==> src/rtl/axis_mux_2to1_pkg.sv <==
// Shared types and constants for the two-input AXI-Stream packet multiplexer.
package axis_mux_2to1_pkg;

    localparam int DATA_WIDTH_DEF = 8;

    typedef enum logic {
        IDLE = 1'b0,
        LOCK = 1'b1
    } arb_state_t;

    localparam logic SEL_S1 = 1'b0;
    localparam logic SEL_S2 = 1'b1;

endpackage

==> src/rtl/axis_skid_buffer.sv <==
// Two-entry register slice; the head entry drives the output directly so the
// output is stable while valid, and the ready flag comes straight from a register.
module axis_skid_buffer
    import axis_mux_2to1_pkg::*;
#(
    parameter int WIDTH = DATA_WIDTH_DEF + 1
) (
    input  logic             clk,
    input  logic             reset,
    input  logic [WIDTH-1:0] in_data,
    input  logic             in_valid,
    output logic             in_ready,
    output logic [WIDTH-1:0] out_data,
    output logic             out_valid,
    input  logic             out_ready
);

    logic [1:0]       count;
    logic [WIDTH-1:0] head;
    logic [WIDTH-1:0] tail;
    logic             push;
    logic             pop;

    assign in_ready  = (count != 2'd2);
    assign out_valid = (count != 2'd0);
    assign out_data  = head;
    assign push      = in_valid & in_ready;
    assign pop       = out_valid & out_ready;

    always_ff @(posedge clk) begin
        if (!reset) begin
            count <= 2'd0;
            head  <= '0;
        end else begin
            case ({push, pop})
                2'b10: begin
                    if (count == 2'd0) head <= in_data;
                    else               tail <= in_data;
                    count <= count + 2'd1;
                end
                2'b01: begin
                    // Leave a stale head when draining the last entry; it is masked by out_valid.
                    if (count == 2'd2) head <= tail;
                    count <= count - 2'd1;
                end
                2'b11: begin
                    if (count == 2'd2) begin
                        head <= tail;
                        tail <= in_data;
                    end else begin
                        head <= in_data;
                    end
                end
                default: ;
            endcase
        end
    end

endmodule

==> src/rtl/axis_mux_2to1.sv <==
// Two-input AXI-Stream packet multiplexer; the source only switches after a
// beat with last set, so packets from the two slaves are never interleaved.
module axis_mux_2to1
    import axis_mux_2to1_pkg::*;
#(
    parameter int DATA_WIDTH = DATA_WIDTH_DEF
) (
    input  logic                  clk,
    input  logic                  reset,
    input  logic                  sel,
    input  logic [DATA_WIDTH-1:0] s_data_1,
    input  logic                  s_valid_1,
    output logic                  s_ready_1,
    input  logic                  s_last_1,
    input  logic [DATA_WIDTH-1:0] s_data_2,
    input  logic                  s_valid_2,
    output logic                  s_ready_2,
    input  logic                  s_last_2,
    output logic [DATA_WIDTH-1:0] m_data,
    output logic                  m_valid,
    input  logic                  m_ready,
    output logic                  m_last
);

    arb_state_t            state;
    arb_state_t            state_next;
    logic                  lock_src;
    logic                  lock_src_next;
    logic                  grant;
    logic                  skid_ready;
    logic                  in_valid;
    logic                  in_last;
    logic [DATA_WIDTH-1:0] in_data;
    logic                  accept;

    assign grant     = (state == LOCK) ? lock_src : sel;
    assign s_ready_1 = reset & skid_ready & (grant == SEL_S1);
    assign s_ready_2 = reset & skid_ready & (grant == SEL_S2);
    assign in_valid  = (grant == SEL_S2) ? s_valid_2 : s_valid_1;
    assign in_last   = (grant == SEL_S2) ? s_last_2  : s_last_1;
    assign in_data   = (grant == SEL_S2) ? s_data_2  : s_data_1;
    assign accept    = in_valid & reset & skid_ready;

    always_comb begin
        state_next    = state;
        lock_src_next = lock_src;
        case (state)
            IDLE: begin
                // A single-beat packet never leaves IDLE.
                if (accept && !in_last) begin
                    state_next    = LOCK;
                    lock_src_next = grant;
                end
            end
            LOCK: begin
                if (accept && in_last) state_next = IDLE;
            end
            default: state_next = IDLE;
        endcase
    end

    always_ff @(posedge clk) begin
        if (!reset) begin
            state    <= IDLE;
            lock_src <= SEL_S1;
        end else begin
            state    <= state_next;
            lock_src <= lock_src_next;
        end
    end

    axis_skid_buffer #(
        .WIDTH(DATA_WIDTH + 1)
    ) u_skid (
        .clk      (clk),
        .reset    (reset),
        .in_data  ({in_last, in_data}),
        .in_valid (in_valid),
        .in_ready (skid_ready),
        .out_data ({m_last, m_data}),
        .out_valid(m_valid),
        .out_ready(m_ready)
    );

endmodule

==> config.mk <==
export PLATFORM = sky130hd
export DESIGN_NAME = axis_mux_2to1
export DESIGN_NICKNAME = d
export VERILOG_FILES = /design/src/rtl/axis_mux_2to1_pkg.sv /design/src/rtl/axis_skid_buffer.sv /design/src/rtl/axis_mux_2to1.sv
export SDC_FILE = /design/constraint.sdc
export NUM_CORES = 1
export LEC_CHECK = 0
export ABC_CLOCK_PERIOD_IN_PS = 2550
export BUFFER_PORTS_ARGS = -buffer_cell sky130_fd_sc_hd__buf_2
export CAP_MARGIN = 20
export CORE_ASPECT_RATIO = 0.6
export CORE_UTILIZATION = 50
export CTS_CLUSTER_SIZE = 40
export DETAILED_ROUTE_END_ITERATION = 12
export PLACE_DENSITY = 0.78
export SKIP_LAST_GASP = 1
export SLEW_MARGIN = 25
export SYNTH_ARGS = -nofsm -noshare
export SYNTH_HDL_FRONTEND = slang
export SYNTH_SLANG_ARGS = --single-unit
==> constraint.sdc <==
create_clock -name clk -period 2.55 [get_ports clk]
set_input_delay 0.255 -clock clk [delete_from_list [all_inputs] [get_ports clk]]
set_output_delay 0.255 -clock clk [all_outputs]
set_load 0.005 [all_outputs]
; Yosys cells after proc, flatten, opt, wreduce, memory -nomap -nowiden
; Cells that the tools add are included.
[totals]
inputBits = 24
word_cells = 51
regBits = 22
output_inout_bits = 12
[op_classes]
reduce_logical = 11
eq_ne = 9
n_mux = 15
addsub = 2
n_bitwise = 9
[op_table]
columns = operator, n
row1 = $mux W9, 5
row2 = $pmux W9 S3, 1
row3 = $pmux W9 S2, 1
row4 = $mux W8, 1
row5 = $and A1 B1 Y1, 7
row6 = $eq A2 B2 Y1 const B, 3
row7 = $ne A2 B1 Y1 const B, 3
row8 = $reduce_bool A2 Y1, 3
row9 = $mux W1, 5
row10 = $ne A2 B2 Y1 const B, 2
row11 = $pmux W2 S2, 1
row12 = $reduce_and A4 Y1, 1
row13 = $reduce_and A3 Y1, 1
row14 = $reduce_bool A3 Y1, 1
row15 = $add A2 B1 Y2 const B, 1
row16 = $eq A2 B1 Y1 const B, 1
row17 = $logic_and A1 B1 Y1, 2
row18 = $logic_not A2 Y1, 1
row19 = $not A1 Y1, 2
row20 = $pmux W1 S2, 1
row21 = $reduce_and A2 Y1, 1
row22 = $sub A2 B1 Y2 const B, 1
row23 = $logic_not A1 Y1, 1

; Logic depth before layout (Yosys ltp)
; Gate-level depths: netlist of run 1.
[logic_depth]
word_depth = 7
mapped_depth = 10
ltp_nobuf = 9

; Hierarchy
; From an unflattened synthesis of run 1, not the netlist that was laid out.
[unflattened]
hier_cells = 119
area_unflattened_um2 = 1423.9
[by_module_without_submodules]
columns = mod, cells_each, seq_area_each_um2, area_each_um2, n_inst
row1 = axis_skid_buffer, 91, 490.5, 1119.8, 1
row2 = axis_mux_2to1, 28, 40.0, 304.0, 1

; Least setup slack after synthesis of run 1
; No wires, ideal clock.
[synth_timing]
kind = register to register
start = register state
end = register u_skid.head[4] (netlist: u_skid.out_data[4])
path_buffers = 1
setup_ns = 0.070
path_stages_with_launch = 10
period_less_slack_ns = 2.297
slack_ns = 0.253
arrival_time_ns = 2.228
t_required_ns = 2.480
cell_sequence = dfxtp_1 -> mux2i_2 -> mux2i_1 -> or2_2 -> ha_1 -> mux2_4 -> o31ai_4 -> buf_6 -> o21ai_0 -> a21oi_1
[synth_between]
elab_chain_cells = 6
elab_cells_between_ends = 14
cone_classes = eq/ne: 5 / mux: 6 / bitwise: 1 / reduce/logical: 2
[synth_lines]
columns = element, line
row1 = "start, declared", axis_mux_2to1.sv:25  ; arb_state_t state;
row2 = "start signal, assigned", axis_mux_2to1.sv:67  ; state <= state_next;
row3 = $mux W1 (*), axis_mux_2to1.sv:36  ; assign grant = (state == LOCK) ? lock_src : sel;
row4 = $mux W1, axis_mux_2to1.sv:39  ; assign in_valid = (grant == SEL_S2) ? s_valid_2 : s_valid_1;
row5 = $and A1 B1 Y1, axis_skid_buffer.sv:27  ; assign push = in_valid & in_ready;
row6 = $eq A2 B1 Y1 / $eq A2 B2 Y1 (equally long branches), axis_skid_buffer.sv:35  ; case ({push, pop})
row7 = $ne A2 B1 Y1 (no source line) / $reduce_bool A3 Y1 (equally long branches), n/a
row8 = $reduce_and A3 Y1 (no source line), n/a
row9 = "end signal, assigned", axis_skid_buffer.sv:37  ; if (count == 2'd0) head <= in_data;
row10 = "end signal, assigned", axis_skid_buffer.sv:43  ; if (count == 2'd2) head <= tail;
row11 = "end signal, assigned", axis_skid_buffer.sv:48  ; head <= tail;
row12 = "end, declared", axis_skid_buffer.sv:19  ; logic [WIDTH-1:0] head;
; Every way passes the cells marked *; elsewhere a longest branch is shown, timed or not. The select of a mux whose other input is x is not followed.
; A chain may end at the register's enable or synchronous reset.

; Final worst setup path of run 1
[layout_timing]
start = register state
end = register u_skid.head[1] (netlist: u_skid.out_data[1])
; Same word-level chain as after synthesis.

==> metrics.txt, run 1 <==
outcome completed; Post-Layout Inst Area 0.00151 mm^2; Max Clock Freq 412 MHz; Ports 36; final wirelength 2.80 mm; Synth Cell Area 0.00121 mm^2; sequential area share after synthesis 44.0%; initial drt markers 29; number of max-capacitance violations reported 0; DP HPWL 1.98 mm; Fin. Hold Viols 0; final setup fails 0; Data arrival, critical path 2620 ps; clock sinks 22; XOR/XNOR share of the synthesized area 1.45%; Rel. slew slack 68.6%; Antenna Violating Nets Remaining 0; fin crit period 2430 ps; synthesized flop and latch total 22; chip width 65.4 um; Layout Skew 1.68 ps; ratio of cells with drive above 1 in the final layout 36.2%; largest net degree at the start of global routing 19; CTS Root Cell clkbuf_8; via count 1015; largest family of logic cells by synthesized area compound AO/OA/AOI/OAI gates; period utilization 95.3%; syn_area_per_cell 10.5 um^2; RSZ-0062 raised after global routing no; worst vdd rail ir drop 0.000519 V; Setup TNS 0 ps; initial antenna violation count 0; via density per instance 5.58; startpoint types flip-flop; EDFF count, synth 9; port bufs 35; P&R area growth vs syn 25.1%; # fillers 180; Leak 0.747 nW; FF+latch area 532 um^2; placed insts 176; Slew @ Worst Pin 471 ps; H-tree depth 1; Num CTS Buffers 3; post-synth net total 143; simple-gate area share of the yosys netlist 8.71%; count of cell types in the netlist 34; YS warnings 0; worst reg-to-reg path cell count 10; GPL Wtd Cong 0.772; Finished Layout Cells 182; Area after DPL 0.00140 mm^2; CP Max Fanout 9; fin nets 181; Core Rows 13; post-synthesis instance total 115; Antenna Cells 0; Critical Path RT 2750 ps; min-delay worst type in -> reg; Multi-input gate area 627 um^2; Clock Path Buffers 2; first-pass GRT wire length 4.07 mm; die height 40.0 um; Final Max Slew Viols 0; DRT Pass-1 Iters 4; Die ar. 0.00262 mm^2; Post-Synth Adder-Cell Area 4.15%; Top FF cell, synth dfxtp_1; Synth Area in Compound Gates 24.6%; CORE AREA 0.00223 mm^2; pwr dens 1000 mW/mm^2; remaining global-route overflow 0; dpl ws -8.18 ps; endpoint class of the critical path flip-flop; hold path depth 2; Async SR Flop Fraction 0%; Routed WL per cell 15.4 um; CTS tree built; cts hold-fix bufs 0; CTS clk-pin slew, worst paths 80 ps; vias in the first global route 863; R2R Setup Slk 120 ps; overall routing resource usage 22.1%; Worst-Skew Late Latency 260 ps; Worst Slack Setup Final 121 ps; WS Path Type reg -> reg; starting density of the core 54.1%; multiplexer share of the synthesized area 12.4%; DRC 0
[kinds of logic after synthesis]
| group | Yosys count |
|---|---|
| flip-flops | 22 |
| adder cells (fa/ha/maj) | 4 |
| buffers and inverters | 11 |
| XOR/XNOR | 2 |
| AND/OR/NAND/NOR | 19 |
| AO/OA/AOI/OAI | 44 |
| multiplexers | 13 |
[worst max-delay path: stages, from the launching register on]
cell and delay, ps:
dfxtp_2 370, mux2i_2 260, mux2i_1 280, or2_2 180, inv_1 60, ha_1 230, mux2_4 280, o31ai_4 340
buf_12 160, o21ai_0 80, a21oi_1 140
[cell usage in the layout, fill, tap and decap left out, types with 2 or more instances in the layout]
| cell | instances |
|---|---|
| ha_1 | 4 |
| inv_1 | 4 |
| o211a_1 | 8 |
| nand2_1 | 4 |
| and3_1 | 2 |
| mux2i_1 | 2 |
| dfxtp_1 | 12 |
| buf_2 | 35 |
| mux2_1 | 7 |
| or2_2 | 2 |
| edfxtp_1 | 9 |
| mux2_2 | 2 |
| o21a_1 | 2 |
| buf_4 | 3 |
| nor2_1 | 2 |
| or3_1 | 2 |
| clkbuf_8 | 4 |
| a21oi_1 | 19 |
| o21ai_0 | 11 |
[cell type report]
class | instances | share of cell area [%]
inverters | 4 | 0.995
multi-input cells | 82 | 41.5
flip-flops and latches | 22 | 35.2
clock buffers | 4 | 3.65
repair buffers | 40 | 16.1
well taps | 30 | 2.49
[final timing paths]
kind | end | from
max | u_skid.out_data[1] | state
min | u_skid.tail[2] | s_data_2[2]
max reg2reg | u_skid.out_data[1] | state
min reg2reg | state | state
[flip-flops by register name, indices dropped and copies added, names as in the netlist]
register         cells
lock_src             1
u_skid.tail          9
u_skid.out_data      9
state                1
u_skid.count         2
[Yosys cell counts, types with 2 or more instances]
library cell / count / area share [%]
mux2_1: 7 / 6.5
o21a_1: 2 / 1.2
or3_1: 3 / 1.6
ha_1: 4 / 4.1
edfxtp_1: 9 / 22
nor2b_1: 2 / 1.0
o21ai_0: 11 / 4.6
dfxtp_1: 13 / 22
inv_1: 4 / 1.2
nor2_1: 2 / 0.62
buf_2: 3 / 1.2
nand2_1: 4 / 1.2
mux2i_1: 2 / 1.7
mux2_2: 2 / 1.9
or2_2: 2 / 1.0
and3_1: 2 / 1.0
a21oi_1: 19 / 7.9
o211a_1: 8 / 6.6
[repair_timing]
action | in CTS | in global routing
cloned | 0 | 1
gates resized for setup | 0 | 3
hold endpoints to repair | 0 | 0
buffers inserted | 1 | 0
pin swaps | 1 | 0
setup endpoints to repair | 6 | 9
[metal layers]
metal | GRT usage (%) | wire (um)
met1 | 30.0 | 1360
met2 | 33.0 | 1190
met3 | 7.10 | 223
met4 | 8.70 | 23
met5 | 0 | 0
[where the power goes]
part	internal, mW	leakage, nW	switching [mW]
sequential	0.482	0.190	0.0751
combinational	0.349	0.529	0.355
clock	0.138	0.0288	0.115
[per-stage QoR]
step | total power, mW | hold WS (ps) | utilization, %
2_1_floorplan | 0.949 | 393 | -
3_3_place_gp | 1.10 | 516 | 62.8
3_5_place_dp | 1.12 | 525 | 62.8
4_1_cts | 1.42 | 301 | 66.2
5_1_grt | 1.60 | 307 | 67.7
6_report | 1.51 | 299 | 67.7
Note: power is estimated with default switching activity, not from simulation.
==> run 2, diff against run 1 <==
ABC_AREA = 1   (was unset)
==> metrics.txt, run 2 <==
Worst-Skew Late Latency 260 ps (about the same); Antenna Cells 0 (unchanged); overall routing resource usage 23.7% (+1.6 points); Internal 0.859 mW (-11%); via count 1132 (+12%); most frequent cells after synthesis nand2_1 (46), nor2_1 (18), inv_1 (15); post-synth net total 183 (+28%); Clock Path Buffers 2 (unchanged); sequential area share after synthesis 45.4% (+1.4 points); min-delay worst type in -> reg; GPL Wtd Cong 0.785 (+1.7%); post-CTS sizing 0 (unchanged); EDFF count, synth 9 (unchanged); starting density of the core 53.6% (-0.51 points); Num CTS Buffers 3 (unchanged); Final Max Slew Viols 0 (unchanged); Synth Cell Area 0.00117 mm^2 (-3.1%); period utilization 83.2% (-12 points); vias in the first global route 954 (+11%); fin crit period 2120 ps (-307 ps); combinational share of power 45.3% (-1.2 points); Rel. slew slack 68.6% (about the same); RSZ-0062 raised after global routing no; Leak 0.723 nW (-3.3%); final wirelength 2.77 mm (-1.1%); count of cell types in the netlist 19 (-44%); Setup TNS 0 ps (unchanged); R2R Setup Slk 430 ps (+310 ps); Fin. Hold Viols 0 (unchanged); worst vdd rail ir drop 0.000518 V (about the same); Finished Layout Cells 222 (+22%); ratio of cells with drive above 1 in the final layout 24.5% (-12 points); die height 39.5 um (-1.5%); Data arrival, critical path 2280 ps (-340 ps); CTS clk-pin slew, worst paths 80 ps (about the same); via density per instance 5.10 (-8.6%); clock sinks 22 (unchanged); CTS Root Cell clkbuf_8; initial antenna violation count 0 (unchanged); Switching Share 39.0% (+3.0 points); chip width 64.4 um (-1.5%); P&R area growth vs syn 21.9%; YS warnings 0 (unchanged); Slew @ Worst Pin 469 ps (-2.52 ps); syn_area_per_cell 7.54 um^2 (-28%); fin nets 221 (+22%); most frequent cells in the layout nand2_1 (46), buf_2 (35), nor2_1 (18); cts hold-fix bufs 0 (unchanged); final setup fails 0 (unchanged); setup bufs post-CTS 0 (-1); Antenna Violating Nets Remaining 0 (unchanged); Net Switching 0.550 mW (+0.88%); Critical Path RT 2700 ps (-50 ps); most common cell in the synthesized netlist nand2_1; post-synthesis instance total 155 (+35%); placed insts 217 (+23%); CTS tree built; Yosys top cell area share 23.1% (+0.72 points); DP HPWL 2.11 mm (+6.4%); Ports 36 (unchanged); Top FF cell, synth dfxtp_1; Max Clock Freq 471 MHz (+14%); outcome completed; synthesized flop and latch total 22 (unchanged); Async SR Flop Fraction 0% (unchanged); Die ar. 0.00254 mm^2 (-3.0%); DRT Pass-1 Iters 4 (unchanged); CORE AREA 0.00218 mm^2 (-2.2%); endpoint class of the critical path flip-flop; H-tree depth 1 (unchanged); startpoint types flip-flop; Core Rows 13 (unchanged); port bufs 35 (unchanged); synth top area cells edfxtp_1 (23%), dfxtp_1 (22%), nand2_1 (15%); WS Path Type reg -> reg; initial drt markers 70 (+140%); cell taking the most area after synthesis edfxtp_1; pwr dens 989 mW/mm^2 (-1.4%); most common cell after layout, fill and taps aside nand2_1; clock share of power 15.6% (-1.1 points); sequential share of power 39.1% (+2.3 points); Routed WL per cell 12.5 um (-19%); remaining global-route overflow 0 (unchanged); DRC 0 (unchanged); CP Max Fanout 18 (+9); number of max-capacitance violations reported 0 (unchanged); Layout Skew 6.44 ps (+4.76 ps); first-pass GRT wire length 4.28 mm (+5.2%); largest net degree at the start of global routing 19 (unchanged)
run 2: cell types whose count changed in the layout (fill, tap and decap cells not counted), sizes merged, moves of 3 or more:
| cell | change |
|---|---|
| or3 | -3 |
| a21oi | -7 |
| nand2 | +44 |
| o211a | -7 |
| mux2 | -10 |
| inv | +11 |
| nand3 | +12 |
| nor2 | +19 |
| mux2i | -3 |
run 2: metrics by stage:
| stage | util [%] | hold WS, ps | setup WS, ps | instance area, um^2 | power (mW) |
|---|---|---|---|---|---|
| floorplan | - | 390 | 635 | 1170 | 0.967 |
| global placement | 62.4 | 500 | 399 | 1360 | 1.11 |
| detailed placement | 62.4 | 519 | 268 | 1360 | 1.14 |
| CTS | 64.5 | 276 | 238 | 1410 | 1.36 |
| global route | 65.4 | 284 | 226 | 1430 | 1.52 |
| finish | 65.4 | 280 | 427 | 1430 | 1.41 |
run 2: power groups by stage:
stage / combinational [mW] / clock (mW) / sequential, mW
global route: 0.719 / 0.237 / 0.565
floorplan: 0.418 / 0 / 0.549
global placement: 0.565 / 0 / 0.547
CTS: 0.591 / 0.222 / 0.550
finish: 0.638 / 0.220 / 0.552
detailed placement: 0.589 / 0 / 0.555
run 2: critical path, cell delays in order, from the launching register on:
cell     delay, ps
dfxtp_1        450
nor2_2         100
nor2_1         380
inv_1          120
ha_1           200
inv_1           60
nor2_2          60
nor3_4         220
buf_12         160
nand2_1         60
a21oi_1        130
nor2_1          60
run 2: final cells by class:
class / instances / area, um^2
Fill cell: 202 / 754
Multi-Input combinational cell: 114 / 553
Sequential cell: 22 / 531
Timing Repair Buffer: 37 / 203
Inverter: 15 / 56.3
Clock buffer: 4 / 45.0
Tap cell: 30 / 37.5
run 2: kinds of logic (layout without fill, tap and decap cells):
| family | after synthesis | in the layout | share of synthesized area (%) |
|---|---|---|---|
| AO/OA/AOI/OAI | 26 | 26 | 12.1 |
| XOR/XNOR | 1 | 1 | 0.750 |
| adder cells (fa/ha/maj) | 4 | 4 | 4.28 |
| buffers and inverters | 19 | 56 | 7.28 |
| flip-flops | 22 | 22 | 45.4 |
| AND/OR/NAND/NOR | 83 | 83 | 30.2 |
run 2: path summary, 6_finish.rpt:
kind                            from                  to  cells after the start
hold / removal           s_data_1[0]      u_skid.tail[0]                      3
setup reg to reg     u_skid.count[0]  u_skid.out_data[8]                     11
hold reg to reg   u_skid.out_data[4]  u_skid.out_data[4]                      2
setup / recovery     u_skid.count[0]  u_skid.out_data[8]                     11
run 2: metal layers:
layer	vias up	track usage (%)	wire length [um]
li1	576	-	-
met1	513	28.6	1290
met2	41	42.9	1280
met3	2	6.98	184
met4	0	5.00	12
met5	-	0	0
==> run 3, diff against run 2 <==
ABC_CLOCK_PERIOD_IN_PS = 2100   (was 2550)
clock period = 2.1 ns   (was 2.55 ns; I/O delays follow)
==> metrics.txt, run 3 (synthesis gave the netlist of run 2 again) <==
Core Rows 13 (unchanged); clock sinks 22 (unchanged); GPL Wtd Cong 0.794 (+1.1%); chip width 64.4 um (unchanged); port bufs 35 (unchanged); worst path cell trace nor2_2, nor2_1, buf_4, ha_1, o21ai_0, o211a_2; outcome completed; WP depth 6 (-5); most common cell after layout, fill and taps aside nand2_1; fin crit period 1970 ps (-156 ps); period utilization 93.7% (+10 points); Data arrival, critical path 1910 ps (-370 ps); Leak 0.733 nW (+1.4%); H-tree depth 1 (unchanged); remaining global-route overflow 0 (unchanged); P&R area growth vs syn 24.7%; endpoint class of the critical path flip-flop; Worst path top cell family by delay compound AO/OA/AOI/OAI gates; initial drt markers 85 (+21%); Ports 36 (unchanged); Die ar. 0.00254 mm^2 (unchanged); Critical R2R Launch u_skid.count[0]; CORE AREA 0.00218 mm^2 (unchanged); slowest stage delay, CP 420 ps (-30 ps); WP buf/inv 1 (-2); min-delay worst type in -> reg; vias in the first global route 901 (-5.6%); worst reg-to-reg path cell count 6 (-5); Worst Hold Slack 239 ps (-41.2 ps); setup bufs post-CTS 0 (unchanged); Critical Path Slowest Stage Cell o211a_2; startpoint types flip-flop; Layout Skew 2.06 ps (-4.37 ps); DRC 0 (unchanged); starting density of the core 53.6% (unchanged); largest net degree at the start of global routing 19 (unchanged); Slew @ Worst Pin 309 ps (-159 ps); pwr dens 1210 mW/mm^2 (+23%); fin nets 223 (+0.90%); final wirelength 2.76 mm (-0.43%); Critical Path RT 2050 ps (-650 ps); CP endpoint u_skid.tail[0]; Routed WL per cell 12.3 um (-1.3%); Worst-Skew Late Latency 260 ps (about the same); Max Clock Freq 508 MHz (+7.9%); ratio of cells with drive above 1 in the final layout 26.8% (+2.3 points); RSZ-0062 raised after global routing yes; WS Path Type reg -> reg; most frequent cells in the layout nand2_1 (46), buf_2 (35), nor2_1 (17); Antenna Cells 0 (unchanged); first-pass GRT wire length 4.20 mm (-1.9%); CTS Root Cell clkbuf_8; worst vdd rail ir drop 0.000481 V (-7.1%); Clock Path Buffers 2 (unchanged); DP HPWL 2.05 mm (-2.9%); Reg2Reg Capture Point u_skid.tail[0]; overall routing resource usage 23.7% (about the same); Final Util 66.9% (+1.5 points); CP Max Fanout 9 (-9); Antenna Violating Nets Remaining 0 (unchanged); number of max-capacitance violations reported 0 (unchanged); crit path launch u_skid.count[0]; dpl ws 73.4 ps (-195 ps); DRT Pass-1 Iters 4 (unchanged); final setup fails 0 (unchanged); Worst Slack Setup Final 133 ps (-294 ps); CTS tree built; via count 1150 (+1.6%); via density per instance 5.13 (+0.68%); CTS clk-pin slew, worst paths 80 ps (about the same); Fin. Hold Viols 0 (unchanged); R2R Setup Slk 130 ps (-290 ps); Num CTS Buffers 3 (unchanged); initial antenna violation count 0 (unchanged); Final Max Slew Viols 0 (unchanged); die height 39.5 um (unchanged); Rel. slew slack 79.2% (+11 points)
==> run 3: cell types whose count changed in the layout (fill, tap and decap cells not counted) <==
cell | before | now
buf_4 | 1 | 3
clkbuf_1 | 1 | 0
clkbuf_8 | 3 | 4
nor2_1 | 18 | 17
nor2_4 | 0 | 1
o211a_1 | 1 | 0
o211a_2 | 0 | 1
==> run 3: worst min path at each step <==
| stage | start | end | slack (ps) | cells past startpoint |
|---|---|---|---|---|
| 4_1_cts | s_data_1[1] | u_skid.tail[1] | 240 | 3 |
| 3_3_place_gp | lock_src | lock_src | 490 | 2 |
| 2_1_floorplan | reset | u_skid.count[0] | 340 | 2 |
| 5_1_grt | s_data_1[0] | u_skid.tail[0] | 230 | 3 |
| 3_5_place_dp | u_skid.out_data[1] | u_skid.out_data[1] | 510 | 2 |
| 6_report | s_data_1[1] | u_skid.tail[1] | 240 | 3 |
==> run 3: metrics by stage <==
step / power [mW] / setup TNS (ps) / cell area (um^2) / instances
floorplan: 1.17 / 0 / 1170 / 155
global placement: 1.43 / 0 / 1400 / 220
detailed placement: 1.45 / 0 / 1400 / 220
CTS: 1.76 / 0 / 1450 / 224
global route: 1.90 / -10.0 / 1460 / 224
finish: 1.77 / 0 / 1460 / 224
==> run 3: cell type report <==
class                      instances  area (um^2)
clock buffer                       4         55.1
fill                             199          722
timing repair buffer              39          218
inverter                          15         56.3
tap                               30         37.5
sequential                        22          531
multi-input combinational        114          561
==> run 3: worst register-to-register path, cell delays in order, from the launching register on <==
cell	delay, ps
dfxtp_1	380
nor2_2	200
nor2_1	120
buf_4	170
ha_1	210
o21ai_0	150
o211a_2	420
==> run 3: what timing repair did <==
item | CTS | global route
gates resized for setup | 0 | 3
endpoints found under the setup margin | 0 | 18
hold buffers | 0 | 0
==> run 3: power by group <==
part / switching [mW] / internal, mW / total [mW]
logic: 0.468 / 0.334 / 0.802
clock network: 0.137 / 0.167 / 0.304
registers: 0.0726 / 0.592 / 0.665
==> run 3: routing by layer <==
layer / vias up / wire [um] / part of all wire [%] / GRT usage [%]
met5: - / 0 / 0 / 0
met4: 0 / 38 / 1.4 / 10.0
met3: 6 / 293 / 11 / 8.72
met2: 50 / 1190 / 43 / 36.1
met1: 513 / 1240 / 45 / 30.6
li1: 581 / - / - / -
